--- src/rtl/uart_pkg.sv ---
// Shared UART definitions: receiver state encoding and baud timing helpers.
package uart_pkg;

    typedef enum logic [2:0] {
        IDLE,
        START,
        DATA,
        STOP,
        BREAK
    } rxState_t;

    // Reload value for one full bit interval (interval = load + 1 clocks).
    function automatic int bitLoad(input int fclk, input int baud);
        return fclk / baud - 1;
    endfunction

    // Reload value for half a bit, used to land on the start-bit midpoint.
    function automatic int halfLoad(input int fclk, input int baud);
        return (fclk / baud) / 2 - 1;
    endfunction

    function automatic int cntWidth(input int fclk, input int baud);
        return $clog2(bitLoad(fclk, baud) + 1);
    endfunction

endpackage

--- src/rtl/uart_rx_if.sv ---
// Byte-side view of the receiver plus the serial line it listens to.
interface uart_rx_if;
    logic       rx;
    logic [7:0] rx_data;
    logic       rx_valid;
    logic       frame_err;
    logic       busy;

    modport master (
        input  rx,
        output rx_data,
        output rx_valid,
        output frame_err,
        output busy
    );

    modport slave (
        output rx,
        input  rx_data,
        input  rx_valid,
        input  frame_err,
        input  busy
    );
endinterface

--- src/rtl/uart_baud_cnt.sv ---
// Loadable down-counter: loading L raises zero exactly L clocks later; holds at zero.
module uart_baud_cnt #(
    parameter int CNT_W   = 4,
    parameter int RST_VAL = 9
) (
    input  logic             clk,
    input  logic             rst_n,
    input  logic             load,
    input  logic [CNT_W-1:0] load_val,
    output logic             zero
);
    logic [CNT_W-1:0] count;

    // Load wins over counting; otherwise count down and park at zero.
    always_ff @(posedge clk or negedge rst_n) begin
        if (!rst_n) begin
            count <= CNT_W'(RST_VAL);
        end else if (load) begin
            count <= load_val;
        end else if (count != '0) begin
            count <= count - 1'b1;
        end
    end

    assign zero = (count == '0);
endmodule

--- src/rtl/uart_rx.sv ---
// 8N1 serial receiver: synchronizes rx, samples each bit at its midpoint,
// emits a one-cycle rx_valid for good frames and frame_err for a low stop bit.
module uart_rx
    import uart_pkg::*;
#(
    parameter int FCLK = 50000000,
    parameter int BAUD = 115200
) (
    input  logic     clk,
    input  logic     rst_n,
    uart_rx_if.master rxIf
);
    localparam int BIT_LOAD  = bitLoad(FCLK, BAUD);
    localparam int HALF_LOAD = halfLoad(FCLK, BAUD);
    localparam int CNT_W     = cntWidth(FCLK, BAUD);

    rxState_t         state;
    logic             rxMeta;
    logic             rx_s;
    logic [2:0]       bitCnt;
    logic [7:0]       shiftReg;
    logic             baudLoad;
    logic [CNT_W-1:0] baudLoadVal;
    logic             baudZero;

    // Two-flop synchronizer; idles high so reset never looks like a start bit.
    always_ff @(posedge clk or negedge rst_n) begin
        if (!rst_n) begin
            rxMeta <= 1'b1;
            rx_s   <= 1'b1;
        end else begin
            rxMeta <= rxIf.rx;
            rx_s   <= rxMeta;
        end
    end

    // Reload on start detection (half bit), start confirmation and every data sample (full bit).
    assign baudLoad = ((state == IDLE)  && !rx_s)
                   || ((state == START) && baudZero && !rx_s)
                   || ((state == DATA)  && baudZero);
    assign baudLoadVal = (state == IDLE) ? CNT_W'(HALF_LOAD) : CNT_W'(BIT_LOAD);

    uart_baud_cnt #(
        .CNT_W  (CNT_W),
        .RST_VAL(BIT_LOAD)
    ) baudCnt (
        .clk     (clk),
        .rst_n   (rst_n),
        .load    (baudLoad),
        .load_val(baudLoadVal),
        .zero    (baudZero)
    );

    // Receive state machine with registered outputs.
    always_ff @(posedge clk or negedge rst_n) begin
        if (!rst_n) begin
            state          <= IDLE;
            bitCnt         <= 3'd0;
            shiftReg       <= 8'h00;
            rxIf.rx_data   <= 8'h00;
            rxIf.rx_valid  <= 1'b0;
            rxIf.frame_err <= 1'b0;
            rxIf.busy      <= 1'b0;
        end else begin
            rxIf.rx_valid  <= 1'b0;
            rxIf.frame_err <= 1'b0;
            case (state)
                IDLE: begin
                    if (!rx_s) begin
                        state     <= START;
                        rxIf.busy <= 1'b1;
                    end
                end
                START: begin
                    if (baudZero) begin
                        if (!rx_s) begin
                            state  <= DATA;
                            bitCnt <= 3'd0;
                        end else begin
                            state     <= IDLE;
                            rxIf.busy <= 1'b0;
                        end
                    end
                end
                DATA: begin
                    if (baudZero) begin
                        shiftReg <= {rx_s, shiftReg[7:1]};
                        if (bitCnt == 3'd7) begin
                            state <= STOP;
                        end else begin
                            bitCnt <= bitCnt + 3'd1;
                        end
                    end
                end
                STOP: begin
                    if (baudZero) begin
                        if (rx_s) begin
                            rxIf.rx_data  <= shiftReg;
                            rxIf.rx_valid <= 1'b1;
                            rxIf.busy     <= 1'b0;
                            state         <= IDLE;
                        end else begin
                            rxIf.frame_err <= 1'b1;
                            state          <= BREAK;
                        end
                    end
                end
                BREAK: begin
                    // Wait out a held-low line so it cannot retrigger a start.
                    if (rx_s) begin
                        state     <= IDLE;
                        rxIf.busy <= 1'b0;
                    end
                end
                default: begin
                    state     <= IDLE;
                    rxIf.busy <= 1'b0;
                end
            endcase
        end
    end
endmodule

--- src/flat_wrapper.sv ---
// flat-port wrapper written by rule: the top's interface ports become plain ports
module uart_rx_flat import uart_pkg::*;
#(
    parameter int FCLK = 50000000,
    parameter int BAUD = 115200
)
  (clk, rst_n, rxIf_rx, rxIf_rx_data, rxIf_rx_valid, rxIf_frame_err, rxIf_busy);
  uart_rx_if rxIf_i ();
  input  logic clk;
  input  logic rst_n;
  input wire logic [$bits(rxIf_i.rx)-1:0] rxIf_rx;
  output wire logic [$bits(rxIf_i.rx_data)-1:0] rxIf_rx_data;
  output wire logic [$bits(rxIf_i.rx_valid)-1:0] rxIf_rx_valid;
  output wire logic [$bits(rxIf_i.frame_err)-1:0] rxIf_frame_err;
  output wire logic [$bits(rxIf_i.busy)-1:0] rxIf_busy;
  assign rxIf_i.rx = rxIf_rx;
  assign rxIf_rx_data = rxIf_i.rx_data;
  assign rxIf_rx_valid = rxIf_i.rx_valid;
  assign rxIf_frame_err = rxIf_i.frame_err;
  assign rxIf_busy = rxIf_i.busy;
  uart_rx #(.FCLK(FCLK), .BAUD(BAUD)) u_core (.clk(clk), .rst_n(rst_n), .rxIf(rxIf_i));
endmodule
--- config.mk ---
export PLATFORM = sky130hd
export DESIGN_NAME = uart_rx_flat
export DESIGN_NICKNAME = d
export VERILOG_FILES = /design/src/rtl/uart_pkg.sv /design/src/rtl/uart_rx_if.sv /design/src/rtl/uart_baud_cnt.sv /design/src/rtl/uart_rx.sv /design/src/flat_wrapper.sv
export SDC_FILE = /design/constraint.sdc
export NUM_CORES = 1
export LEC_CHECK = 0
export ABC_AREA = 0
export ABC_CLOCK_PERIOD_IN_PS = 3000
export BUFFER_PORTS_ARGS = -buffer_cell sky130_fd_sc_hd__buf_2
export CORE_MARGIN = 2
export CORE_UTILIZATION = 62
export DETAILED_ROUTE_END_ITERATION = 6
export GPL_ROUTABILITY_DRIVEN = 0
export PLACE_DENSITY = 0.93
export SLEW_MARGIN = 20
export SYNTH_ARGS = -nofsm -noshare
export SYNTH_HDL_FRONTEND = slang
export SYNTH_SLANG_ARGS = --single-unit
export TNS_END_PERCENT = 30
--- constraint.sdc ---
create_clock -name clk -period 3 [get_ports clk]
set_input_delay 0.15 -clock clk [delete_from_list [all_inputs] [get_ports clk]]
set_output_delay 0.15 -clock clk [all_outputs]
set_load 0.03 [all_outputs]
# == Word level (Yosys, flattened, before mapping) ==
# Cells that the tools add are included.
# totals
reg_bits,36
inputBits,3
word_cells,72
out_inout_bits,11
# op_classes
n_eq_ne,14
add_sub_neg,2
bitwise_logic,1
n_reduce_logical,18
mux,27
# op_table
operator,count
2-to-1 mux 3 bit,11
2-to-1 mux 9 bit,3
one-hot mux 3 bit (5 select lines),1
inequality test 2 x 1 -> 1 bit (second input constant),5
logical NOT 9 bit,1
2-to-1 mux 1 bit,9
nonzero test 9 bit,1
subtractor 9 x 1 -> 9 bit (second input constant),1
inequality test 2 bit (second input constant),4
equality test 3 x 2 -> 1 bit (second input constant),2
equality test 3 bit (second input constant),2
one-hot mux 3 bit (2 select lines),1
AND reduction 3 bit,2
AND reduction 6 bit,1
AND reduction 5 bit,1
logical AND 1 bit,4
one-hot mux 1 bit (4 select lines),1
nonzero test 2 bit,2
adder 3 x 1 -> 3 bit (second input constant),1
equality test 3 x 1 -> 1 bit (second input constant),1
logical NOT 3 bit,1
logical OR 1 bit,2
2-to-1 mux 2 bit,1
AND reduction 2 bit,1
3 further kinds,3

# == Logic depth before layout (Yosys ltp) ==
# Gate-level depths: netlist of the first run.
# logic_depth
word_depth,6
mapped_depth,7
depth_no_buf,6

# == Cells and area by module ==
# Synthesis of the first run repeated with hierarchy kept, for this count alone.
# unflattened
cells_unflattened,148
hier_area_um2,1724.2
# modules_own_cells
mod,cells_each,seq_area_each_um2,n_inst,area_per_inst_um2
uart_rx,91,678.2,1,1183.6
uart_baud_cnt,57,231.5,1,540.5

# == Least setup slack after synthesis of the first run ==
# No wires, ideal clock.
# synth_timing
path_type,reg2reg
start,register u_core.baudCnt.count[1]
end,register u_core.rxIf.rx_data[0]
path_buffers,0
required_ns,2.875
setup_ns,0.125
path_slack_ns,0.947
stages_incl_launch_ff,7
synth_period_minus_slack_ns,2.053
arrival_time_ns,1.929
cell_sequence,dfrtp_1 -> inv_1 -> ha_1 -> or4b_4 -> nor4_4 -> nand4_2 -> mux2_2
# synth_between
elab_chain_len,2
# synth_lines
element,line,text
start: declaration,uart_baud_cnt.sv:12,logic [CNT_W-1:0] count;
start signal: assignment,uart_baud_cnt.sv:17,count <= CNT_W'(RST_VAL);
start signal: assignment,uart_baud_cnt.sv:19,count <= load_val;
start signal: assignment,uart_baud_cnt.sv:21,count <= count - 1'b1;
logical NOT 9 bit,uart_baud_cnt.sv:25,assign zero = (count == '0);
AND reduction 3 bit (no source line),n/a,
end signal: assignment,uart_rx.sv:98,rxIf.rx_data <= shiftReg;
end: declaration,uart_rx_if.sv:11,"output rx_data,"
# No other way between the ends.
# A chain may end at the register's enable or synchronous reset.

# == Worst setup path in the final report of the first run ==
# layout_timing
start,register u_core.baudCnt.count[1]
end,register u_core.rxIf.rx_data[4]
# The elaborated chain is that of the path after synthesis.

==> results of run 1 <==
## power by group through the flow
stage,registers (mW),logic [mW],clock network (mW)
detailed placement,0.499,0.0136,0
finish,0.490,0.0153,0.332
global placement,0.499,0.0129,0
CTS,0.490,0.0157,0.333
global route,0.490,0.0179,0.360
floorplan,0.497,0.00392,0
## registers in the layout (all words and copies together), names as in the netlist
register	cells
u_core.baudCnt.count	9
u_core.rxIf.rx_data	8
u_core.shiftReg	8
u_core.bitCnt	3
u_core.state	3
u_core.rxIf.busy	1
u_core.rxIf.frame_err	1
u_core.rxIf.rx_valid	1
u_core.rxMeta	1
u_core.rx_s	1
## routing by layer
| layer | vias to the layer above | routed length (um) | track usage (%) | part of all wire, % |
|---|---|---|---|---|
| met5 | - | 0 | 0 | 0 |
| met4 | 0 | 74 | 13.4 | 2.4 |
| met3 | 11 | 142 | 5.91 | 4.6 |
| met2 | 47 | 1600 | 37.9 | 51 |
| met1 | 541 | 1300 | 30.0 | 42 |
| li1 | 523 | - | - | - |
## worst min path at each step
stage	startpoint	end	slack, ns	depth (start not counted)
2_1_floorplan	rst_n	u_core.baudCnt.count[1]	-0.15	0
3_3_place_gp	rst_n	u_core.baudCnt.count[2]	0.25	1
3_5_place_dp	rst_n	u_core.baudCnt.count[3]	0.26	1
4_1_cts	u_core.rxMeta	u_core.rx_s	0.36	0
5_1_grt	u_core.rxMeta	u_core.rx_s	0.37	0
6_report	u_core.rxMeta	u_core.rx_s	0.36	0
## critical path, stage by stage (launching register included)
cell     delay [ns]
dfrtp_1        0.42
inv_1          0.06
ha_1           0.20
or4b_4         0.51
nor4_4         0.31
nand4_2        0.32
mux2_2         0.38
## repair_timing
action | 4_1_cts | 5_1_grt
hold buffers | 2 | 0
setup buffers | 0 | 0
hold endpoints to repair | 30 | 0
setup endpoints to repair | 0 | 0
## logic make-up (layout without fill, tap and decap cells)
group                    count (synthesis)  after routing  share of synthesized area (%)
flip-flops                              36             36                           56.4
buffers and inverters                    7             27                           1.63
AND/OR/NAND/NOR                         46             46                           17.5
adder cells (fa/ha/maj)                  3              3                           2.33
multiplexers                            17             17                           11.9
XOR/XNOR                                 2              2                           1.09
AO/OA/AOI/OAI                           22             22                           9.16
## cells in the final DEF (no fill, tap or decap), drive strengths merged, types with 2 or more instances in the layout
cell type | synthesis | routed
nor2 | 9 | 9
mux2 | 17 | 17
buf | 0 | 15
nand2b | 5 | 5
nor4b | 2 | 2
a211oi | 2 | 2
nand2 | 9 | 9
inv | 2 | 2
a211o | 3 | 3
dlygate4sd3 | 0 | 2
nor3 | 3 | 3
clkbuf | 5 | 6
dfstp | 7 | 7
nand3 | 3 | 3
a22o | 2 | 2
nor4 | 3 | 3
ha | 3 | 3
nand3b | 3 | 3
a21oi | 8 | 8
o21ai | 2 | 2
dfrtp | 29 | 29
## per-stage QoR
stage / util (%) / hold slack (ns) / cell area, um2 / std cells
6_report: 72.9 / 0.364 / 1810 / 183
3_3_place_gp: 69.0 / 0.248 / 1710 / 173
4_1_cts: 72.9 / 0.363 / 1810 / 183
3_5_place_dp: 69.0 / 0.257 / 1710 / 173
2_1_floorplan: - / -0.146 / 1610 / 133
5_1_grt: 72.9 / 0.366 / 1810 / 183
## layout make-up
| type | instances | area [um2] | area share, % |
|---|---|---|---|
| sequential | 36 | 910 | 50.3 |
| multi-input combinational | 90 | 676 | 37.4 |
| timing repair buffer | 17 | 100 | 5.54 |
| clock buffer | 6 | 41.3 | 2.29 |
| clock inverter | 2 | 35.0 | 1.94 |
| inverter | 2 | 7.51 | 0.416 |
| tap | 30 | 37.5 | 2.08 |
==> report_table.html, run 1 <==
<table>
<tr><th>Metric</th><th>Value</th></tr>
<tr><th colspan="2">Outcome</th></tr>
<tr><td>Status</td><td>complete, no violations</td></tr>
<tr><th colspan="2">Critical path</th></tr>
<tr><td>Source of the critical timing path</td><td>u_core.baudCnt.count[1]</td></tr>
<tr><td>Kind of end point of the critical path</td><td>flip-flop</td></tr>
<tr><td>Startpoint kind of the worst setup timing path</td><td>flip-flop</td></tr>
<tr><td>Type of the setup path with the least slack</td><td>flip-flop to flip-flop</td></tr>
<tr><td>Worst Setup EP</td><td>u_core.rxIf.rx_data[4]</td></tr>
<tr><td>Setup slack of the worst register-to-register path</td><td>0.70 ns</td></tr>
<tr><td>Reg2reg path depth</td><td>6</td></tr>
<tr><td>Required time of the worst setup path</td><td>3.23 ns</td></tr>
<tr><td>Reg-to-reg critical path startpoint</td><td>u_core.baudCnt.count[1]</td></tr>
<tr><td>CP max FO</td><td>8</td></tr>
<tr><td>R2R Path End</td><td>u_core.rxIf.rx_data[4]</td></tr>
<tr><td>Data arrival time of the worst path</td><td>2.53 ns</td></tr>
<tr><th colspan="2">Timing</th></tr>
<tr><td>Peak clock frequency supported by timing</td><td>434 MHz</td></tr>
<tr><td>Final Max Slew Viols</td><td>0</td></tr>
<tr><td>Number of failing hold endpoints at the final stage</td><td>0</td></tr>
<tr><td>Transition time of the tightest slew-check pin</td><td>0.770 ns</td></tr>
<tr><td>Worst setup skew after layout</td><td>0.00996 ns</td></tr>
<tr><td>Final Critical Period</td><td>2.30 ns</td></tr>
<tr><td>Worst Slack Setup Final</td><td>0.697 ns</td></tr>
<tr><td>Unrepaired setup endpoints after global routing</td><td>false</td></tr>
<tr><td>Setup tns final</td><td>0 ns</td></tr>
<tr><td>Final period util</td><td>76.8%</td></tr>
<tr><td>Final setup fails</td><td>0</td></tr>
<tr><td>Remaining max-slew budget at the tightest pin</td><td>48.7%</td></tr>
<tr><th colspan="2">Floorplanning</th></tr>
<tr><td>Effective utilization at floorplan</td><td>65.1%</td></tr>
<tr><td>Area of the die</td><td>3020 um2</td></tr>
<tr><td>I/O Pins</td><td>14</td></tr>
<tr><td>Placeable core region</td><td>2480 um2</td></tr>
<tr><td>Width of the die</td><td>55.0 um</td></tr>
<tr><td>Number of cell rows</td><td>18</td></tr>
<tr><td>Vert. Die Dim</td><td>between 50 and 60 um</td></tr>
<tr><th colspan="2">Placement</th></tr>
<tr><td>Count of buffers from port buffering</td><td>13</td></tr>
<tr><td>Worst slack after detailed placement</td><td>0.700 ns</td></tr>
<tr><td>Detailed placement HPWL</td><td>2.14 mm</td></tr>
<tr><th colspan="2">CTS</th></tr>
<tr><td>CTS root buffer</td><td>clkbuf_4</td></tr>
<tr><td>Number of resized instances in the post-cts repair step</td><td>0</td></tr>
<tr><td>Maximum count of clock buffers along a single path</td><td>2</td></tr>
<tr><td>Clock Pin Slew Worst Setup and Hold Paths</td><td>0.11 ns</td></tr>
<tr><td>CTS tree</td><td>yes</td></tr>
<tr><td>CTS buffer count</td><td>5</td></tr>
<tr><td>H-tree level count</td><td>2</td></tr>
<tr><td>Worst skew pair latency</td><td>0.34 ns</td></tr>
<tr><td>CTS sink cnt</td><td>36</td></tr>
<tr><th colspan="2">Worst hold path</th></tr>
<tr><td>Class of the tightest hold or removal check</td><td>flip-flop to flip-flop</td></tr>
<tr><th colspan="2">Detailed routing</th></tr>
<tr><td>Total wirelength of the detailed-routed design</td><td>between 3 and 4 mm</td></tr>
<tr><td>Detailed-route DRC error count</td><td>0</td></tr>
<tr><td>Iteration-0 DRC count of the detailed router</td><td>58</td></tr>
<tr><td>Via count of the routed design</td><td>1,122</td></tr>
<tr><td>Number of routed nets with antenna violations</td><td>0</td></tr>
<tr><td>Post-DR vias/cell</td><td>6.13</td></tr>
<tr><td>Detailed-routing iteration count for the pre-antenna-repair pass</td><td>4</td></tr>
<tr><td>Wire length per cell after detailed routing</td><td>between 15 and 20 um</td></tr>
<tr><th colspan="2">Synth</th></tr>
<tr><td>Nets in the synthesized netlist</td><td>approximately 140</td></tr>
<tr><td>Number of synthesized flops with an enable pin</td><td>0</td></tr>
<tr><td>Synth Area per Inst</td><td>12.1 um2</td></tr>
<tr><td>Flip-flop and latch count after synthesis</td><td>36</td></tr>
<tr><td>Leading cell type by number of instances after synthesis</td><td>dfrtp_1</td></tr>
<tr><td>Proportion of synthesized flip-flops having asynchronous set or reset</td><td>100%</td></tr>
<tr><td>Synthesized netlist cell count</td><td>133</td></tr>
<tr><td>Most instantiated cells after synthesis</td><td>29 x dfrtp_1, 17 x mux2_2, 9 x nand2_1, 9 x nor2_1, 8 x a21oi_1</td></tr>
<tr><td>Post-Syn Area</td><td>1610 um2</td></tr>
<tr><td>Number of distinct library cells after synthesis</td><td>37</td></tr>
<tr><td>Post-synthesis cell type with the largest combined area</td><td>dfrtp_1</td></tr>
<tr><td>Ranking of synthesized cells by area</td><td>dfrtp_1 45%, mux2_2 12%, dfstp_2 11%, a21oi_1 2.5%, ha_1 2.3%</td></tr>
<tr><td>Synth Warn #</td><td>0</td></tr>
<tr><td>Fraction of post-synthesis cell area in the top cell type by area</td><td>45.0%</td></tr>
<tr><td>Sequential area share after synthesis</td><td>a little under three fifths</td></tr>
<tr><td>Most used flip-flop cell after synthesis</td><td>dfrtp_1</td></tr>
<tr><th colspan="2">Global routing</th></tr>
<tr><td>Number of antenna violations at the first check in global routing</td><td>0</td></tr>
<tr><td>Via count of the first global-routing pass</td><td>1,073</td></tr>
<tr><td>Largest net degree at the start of global routing</td><td>37</td></tr>
<tr><td>First-pass GRT wire length</td><td>slightly below 5 mm</td></tr>
<tr><td>Leftover overflow at the end of global routing</td><td>0</td></tr>
<tr><td>GRT Total Usage</td><td>23.9%</td></tr>
<tr><th colspan="2">Job</th></tr>
<tr><td>Count of maximum capacitance violations</td><td>0</td></tr>
<tr><th colspan="2">Final layout</th></tr>
<tr><td>Nets</td><td>158</td></tr>
<tr><td>Area added between synthesis and finish</td><td>12.1%</td></tr>
<tr><td>Number of antenna diodes</td><td>0</td></tr>
<tr><td>Fraction of layout instances using a drive strength above 1</td><td>about a third</td></tr>
<tr><td>Number of inserted filler cells in the final layout</td><td>172</td></tr>
<tr><th colspan="2">Pwr</th></tr>
<tr><td>Worst vdd ir</td><td>0.000385 V</td></tr>
<tr><td>Clock power frac</td><td>39.6%</td></tr>
<tr><td>Sequential fraction of design power</td><td>58.5%</td></tr>
<tr><td>Power per cell area</td><td>463 nW/um2</td></tr>
<tr><td>Total Power</td><td>837 uW</td></tr>
<tr><td>Comb pwr share</td><td>1.8%</td></tr>
<tr><td>Net switching share of the total power</td><td>20.4%</td></tr>
<tr><td>Net switching power figure</td><td>approximately 170 uW</td></tr>
<tr><td>Internal power summed over all cells</td><td>666 uW</td></tr>
<tr><td>Leakage dissipation</td><td>0.922 nW</td></tr>
</table>
(Power assumes the default switching activity.)
==> run 2, diff against run 1 <==
--- a/config.mk
+++ b/config.mk
@@ -6,13 +6,13 @@
 export NUM_CORES = 1
 export LEC_CHECK = 0
 export ABC_AREA = 0
-export ABC_CLOCK_PERIOD_IN_PS = 3000
+export ABC_CLOCK_PERIOD_IN_PS = 2200
 export BUFFER_PORTS_ARGS = -buffer_cell sky130_fd_sc_hd__buf_2
 export CORE_MARGIN = 2
-export CORE_UTILIZATION = 62
+export CORE_UTILIZATION = 57
 export DETAILED_ROUTE_END_ITERATION = 6
 export GPL_ROUTABILITY_DRIVEN = 0
-export PLACE_DENSITY = 0.93
+export PLACE_DENSITY = 0.88
 export SLEW_MARGIN = 20
 export SYNTH_ARGS = -nofsm -noshare
 export SYNTH_HDL_FRONTEND = slang
==> constraint.sdc (replaced) <==
create_clock -name clk -period 2.2 [get_ports clk]
set_input_delay 0.11 -clock clk [delete_from_list [all_inputs] [get_ports clk]]
set_output_delay 0.11 -clock clk [all_outputs]
set_load 0.03 [all_outputs]
==> run 2 against run 1 <==
Sequential power up 36%. Wire length shrank 6.3%. Non-clock buffer count up 5. Worst hold slack got worse by 0.0017 ns. Clock skew rose by 0.0023 ns. Combinational power increased by 34%. Final cell count up 3.3%. Setup slack lost 0.66 ns. Global-route usage is 4.3 points lower. Critical path type unchanged. Critical endpoint is now u_core.rxIf.rx_data[2].
==> report_table.html, run 2 (synthesized netlist as in run 1, its figures left out) <==
<table>
<tr><th>Metric</th><th>Value</th></tr>
<tr><th colspan="2">Pwr</th></tr>
<tr><td>Power per cell area</td><td>560 nW/um2</td></tr>
<tr><td>Leakage dissipation</td><td>roughly 0.93 nW</td></tr>
<tr><td>Worst vdd ir</td><td>0.000482 V</td></tr>
<tr><td>Total Power</td><td>1.03 mW</td></tr>
<tr><th colspan="2">Final layout</th></tr>
<tr><td>Area used by multi-input combinational logic</td><td>between 600 and 700 um2</td></tr>
<tr><td>Number of inserted filler cells in the final layout</td><td>194</td></tr>
<tr><td>Fraction of layout instances using a drive strength above 1</td><td>roughly 37%</td></tr>
<tr><td>Area added between synthesis and finish</td><td>14.4%</td></tr>
<tr><td>Most common cell after layout, fill and taps aside</td><td>dfrtp_1</td></tr>
<tr><td>Number of flip-flops under the largest register name</td><td>9</td></tr>
<tr><td>Register Area</td><td>910 um2</td></tr>
<tr><td>Number of antenna diodes</td><td>0</td></tr>
<tr><td>Nets</td><td>163</td></tr>
<tr><td>Final standard cell area without fillers</td><td>between 1500 and 2000 um2</td></tr>
<tr><td>Register ranked first by flip-flop count</td><td>u_core.baudCnt.count</td></tr>
<tr><td>Registers with the highest flip-flop counts</td><td>u_core.baudCnt.count: 9 flops, u_core.rxIf.rx_data: 8 flops, u_core.shiftReg: 8 flops</td></tr>
<tr><td>Most frequent cells in the layout</td><td>29 x dfrtp_1, 17 x mux2_2, 13 x buf_2</td></tr>
<tr><th colspan="2">CTS</th></tr>
<tr><td>CTS root buffer</td><td>clkbuf_4</td></tr>
<tr><td>CTS tree</td><td>yes</td></tr>
<tr><td>CTS sink cnt</td><td>36</td></tr>
<tr><td>H-tree level count</td><td>2</td></tr>
<tr><td>Clock Pin Slew Worst Setup and Hold Paths</td><td>0.11 ns</td></tr>
<tr><td>CTS buffer count</td><td>5</td></tr>
<tr><td>Maximum count of clock buffers along a single path</td><td>2</td></tr>
<tr><td>Worst skew pair latency</td><td>0.34 ns</td></tr>
<tr><th colspan="2">Critical path</th></tr>
<tr><td>Type of the setup path with the least slack</td><td>flip-flop to flip-flop</td></tr>
<tr><td>Reg2reg path depth</td><td>7</td></tr>
<tr><td>CP max FO</td><td>8</td></tr>
<tr><td>Setup slack of the worst register-to-register path</td><td>0.04 ns</td></tr>
<tr><td>Data arrival time of the worst path</td><td>2.39 ns</td></tr>
<tr><td>Kind of end point of the critical path</td><td>flip-flop</td></tr>
<tr><td>Crit path buffers/inverters</td><td>2</td></tr>
<tr><td>Source of the critical timing path</td><td>u_core.baudCnt.count[1]</td></tr>
<tr><td>Number of logic stages on the critical path including buffering</td><td>7</td></tr>
<tr><td>Reg-to-reg critical path startpoint</td><td>u_core.baudCnt.count[1]</td></tr>
<tr><td>List of cells traversed by the critical path</td><td>inv_1 -&gt; ha_1 -&gt; or4b_4 -&gt; nor4_4 -&gt; buf_4 -&gt; nand4_4 -&gt; mux2_2</td></tr>
<tr><td>Startpoint kind of the worst setup timing path</td><td>flip-flop</td></tr>
<tr><td>Cell type group with the largest total delay on the critical path</td><td>simple AND/OR/NAND/NOR gates</td></tr>
<tr><td>Largest stage delay, worst path</td><td>0.51 ns</td></tr>
<tr><td>Worst Setup EP</td><td>u_core.rxIf.rx_data[2]</td></tr>
<tr><td>R2R Path End</td><td>u_core.rxIf.rx_data[2]</td></tr>
<tr><td>Slowest cell on the critical path</td><td>or4b_4</td></tr>
<tr><td>Required time of the worst setup path</td><td>2.43 ns</td></tr>
<tr><th colspan="2">Worst hold path</th></tr>
<tr><td>Hold path start</td><td>u_core.rxMeta</td></tr>
<tr><td>Hold-critical path depth</td><td>0</td></tr>
<tr><td>Class of the tightest hold or removal check</td><td>flip-flop to flip-flop</td></tr>
<tr><th colspan="2">Timing</th></tr>
<tr><td>Remaining max-slew budget at the tightest pin</td><td>around half</td></tr>
<tr><td>Final Max Slew Viols</td><td>0</td></tr>
<tr><td>Number of failing hold endpoints at the final stage</td><td>0</td></tr>
<tr><td>Final setup fails</td><td>0</td></tr>
<tr><td>Peak clock frequency supported by timing</td><td>between 400 and 500 MHz</td></tr>
<tr><td>Worst setup skew after layout</td><td>approximately 0.012 ns</td></tr>
<tr><td>Unrepaired setup endpoints after global routing</td><td>true</td></tr>
<tr><td>Final Critical Period</td><td>2.16 ns</td></tr>
<tr><td>Final-layout worst hold slack</td><td>0.362 ns</td></tr>
<tr><td>Final period util</td><td>98.2%</td></tr>
<tr><td>Setup tns final</td><td>0 ns</td></tr>
<tr><td>Transition time of the tightest slew-check pin</td><td>approximately 0.78 ns</td></tr>
<tr><th colspan="2">Placement</th></tr>
<tr><td>Count of buffers from port buffering</td><td>13</td></tr>
<tr><td>Placement-stage cell area</td><td>1730 um2</td></tr>
<tr><td>Detailed placement HPWL</td><td>2.02 mm</td></tr>
<tr><th colspan="2">Global routing</th></tr>
<tr><td>Number of antenna violations at the first check in global routing</td><td>0</td></tr>
<tr><td>Via count of the first global-routing pass</td><td>1,081</td></tr>
<tr><td>GRT Total Usage</td><td>19.6%</td></tr>
<tr><td>Leftover overflow at the end of global routing</td><td>0</td></tr>
<tr><td>Largest net degree at the start of global routing</td><td>37</td></tr>
<tr><td>First-pass GRT wire length</td><td>4.82 mm</td></tr>
<tr><th colspan="2">Floorplanning</th></tr>
<tr><td>Vert. Die Dim</td><td>57.2 um</td></tr>
<tr><td>Width of the die</td><td>57.2 um</td></tr>
<tr><td>Placeable core region</td><td>2710 um2</td></tr>
<tr><td>Effective utilization at floorplan</td><td>between 50% and 60%</td></tr>
<tr><td>Number of cell rows</td><td>19</td></tr>
<tr><td>Area of the die</td><td>3270 um2</td></tr>
<tr><td>I/O Pins</td><td>14</td></tr>
<tr><th colspan="2">Detailed routing</th></tr>
<tr><td>Wire length per cell after detailed routing</td><td>15.5 um</td></tr>
<tr><td>Via count of the routed design</td><td>1,110</td></tr>
<tr><td>Number of routed nets with antenna violations</td><td>0</td></tr>
<tr><td>Post-DR vias/cell</td><td>5.87</td></tr>
<tr><td>Total wirelength of the detailed-routed design</td><td>2.92 mm</td></tr>
<tr><td>Iteration-0 DRC count of the detailed router</td><td>56</td></tr>
<tr><td>Detailed-routing iteration count for the pre-antenna-repair pass</td><td>4</td></tr>
<tr><td>Detailed-route DRC error count</td><td>0</td></tr>
<tr><th colspan="2">Outcome</th></tr>
<tr><td>Status</td><td>complete, no violations</td></tr>
<tr><th colspan="2">Job</th></tr>
<tr><td>Count of maximum capacitance violations</td><td>0</td></tr>
</table>
[run 2: cell type report]
type,count,share of cell area (%)
Multi-Input combinational cell,90,37.6
Timing Repair Buffer,22,7.47
Sequential cell,36,49.4
Tap cell,31,2.10
Clock buffer,5,2.04
Clock inverter,3,1.02
Inverter,2,0.407
[run 2: how the worst min path moves through the flow]
stage	to
6_report	u_core.rx_s
3_3_place_gp	u_core.baudCnt.count[3]
5_1_grt	u_core.rx_s
4_1_cts	u_core.rx_s
2_1_floorplan	u_core.baudCnt.count[1]
3_5_place_dp	u_core.baudCnt.count[3]
[run 2: report_power, final]
group          switching [mW]  total (mW)  internal (mW)  leakage (nW)
Sequential            0.00297       0.668          0.665         0.465
Combinational          0.0154      0.0205        0.00511         0.431
Clock                   0.220       0.342          0.123        0.0349
Total                   0.238        1.03          0.793         0.931
[run 2: worst reg2reg max path, cell delays in order, from the launching register on]
cell,delay [ns]
dfrtp_1,0.42
inv_1,0.06
ha_1,0.15
or4b_4,0.51
nor4_4,0.25
buf_4,0.17
nand4_4,0.17
mux2_2,0.34
[run 2: routing by layer]
metal	vias up	track usage, %	routed length [um]
met4	0	8.64	48
li1	529	-	-
met5	-	0	0
met1	549	24.5	1300
met2	26	30.7	1440
met3	6	7.48	133
[run 2: timing repair]
action | CTS | global route
buffers inserted | 0 | 2
resized for setup | 0 | 2
hold buffers | 2 | 0
endpoints found under the hold margin | 30 | 0
setup endpoints to repair | 0 | 16
[run 2: stage by stage]
step / util (%) / std cells / setup WS (ns)
2_1_floorplan: - / 133 / 0.147
3_3_place_gp: 64.0 / 177 / 0.135
3_5_place_dp: 64.0 / 177 / 0.0519
4_1_cts: 66.8 / 187 / 0.0262
5_1_grt: 68.0 / 189 / -0.111
6_report: 68.0 / 189 / 0.0398
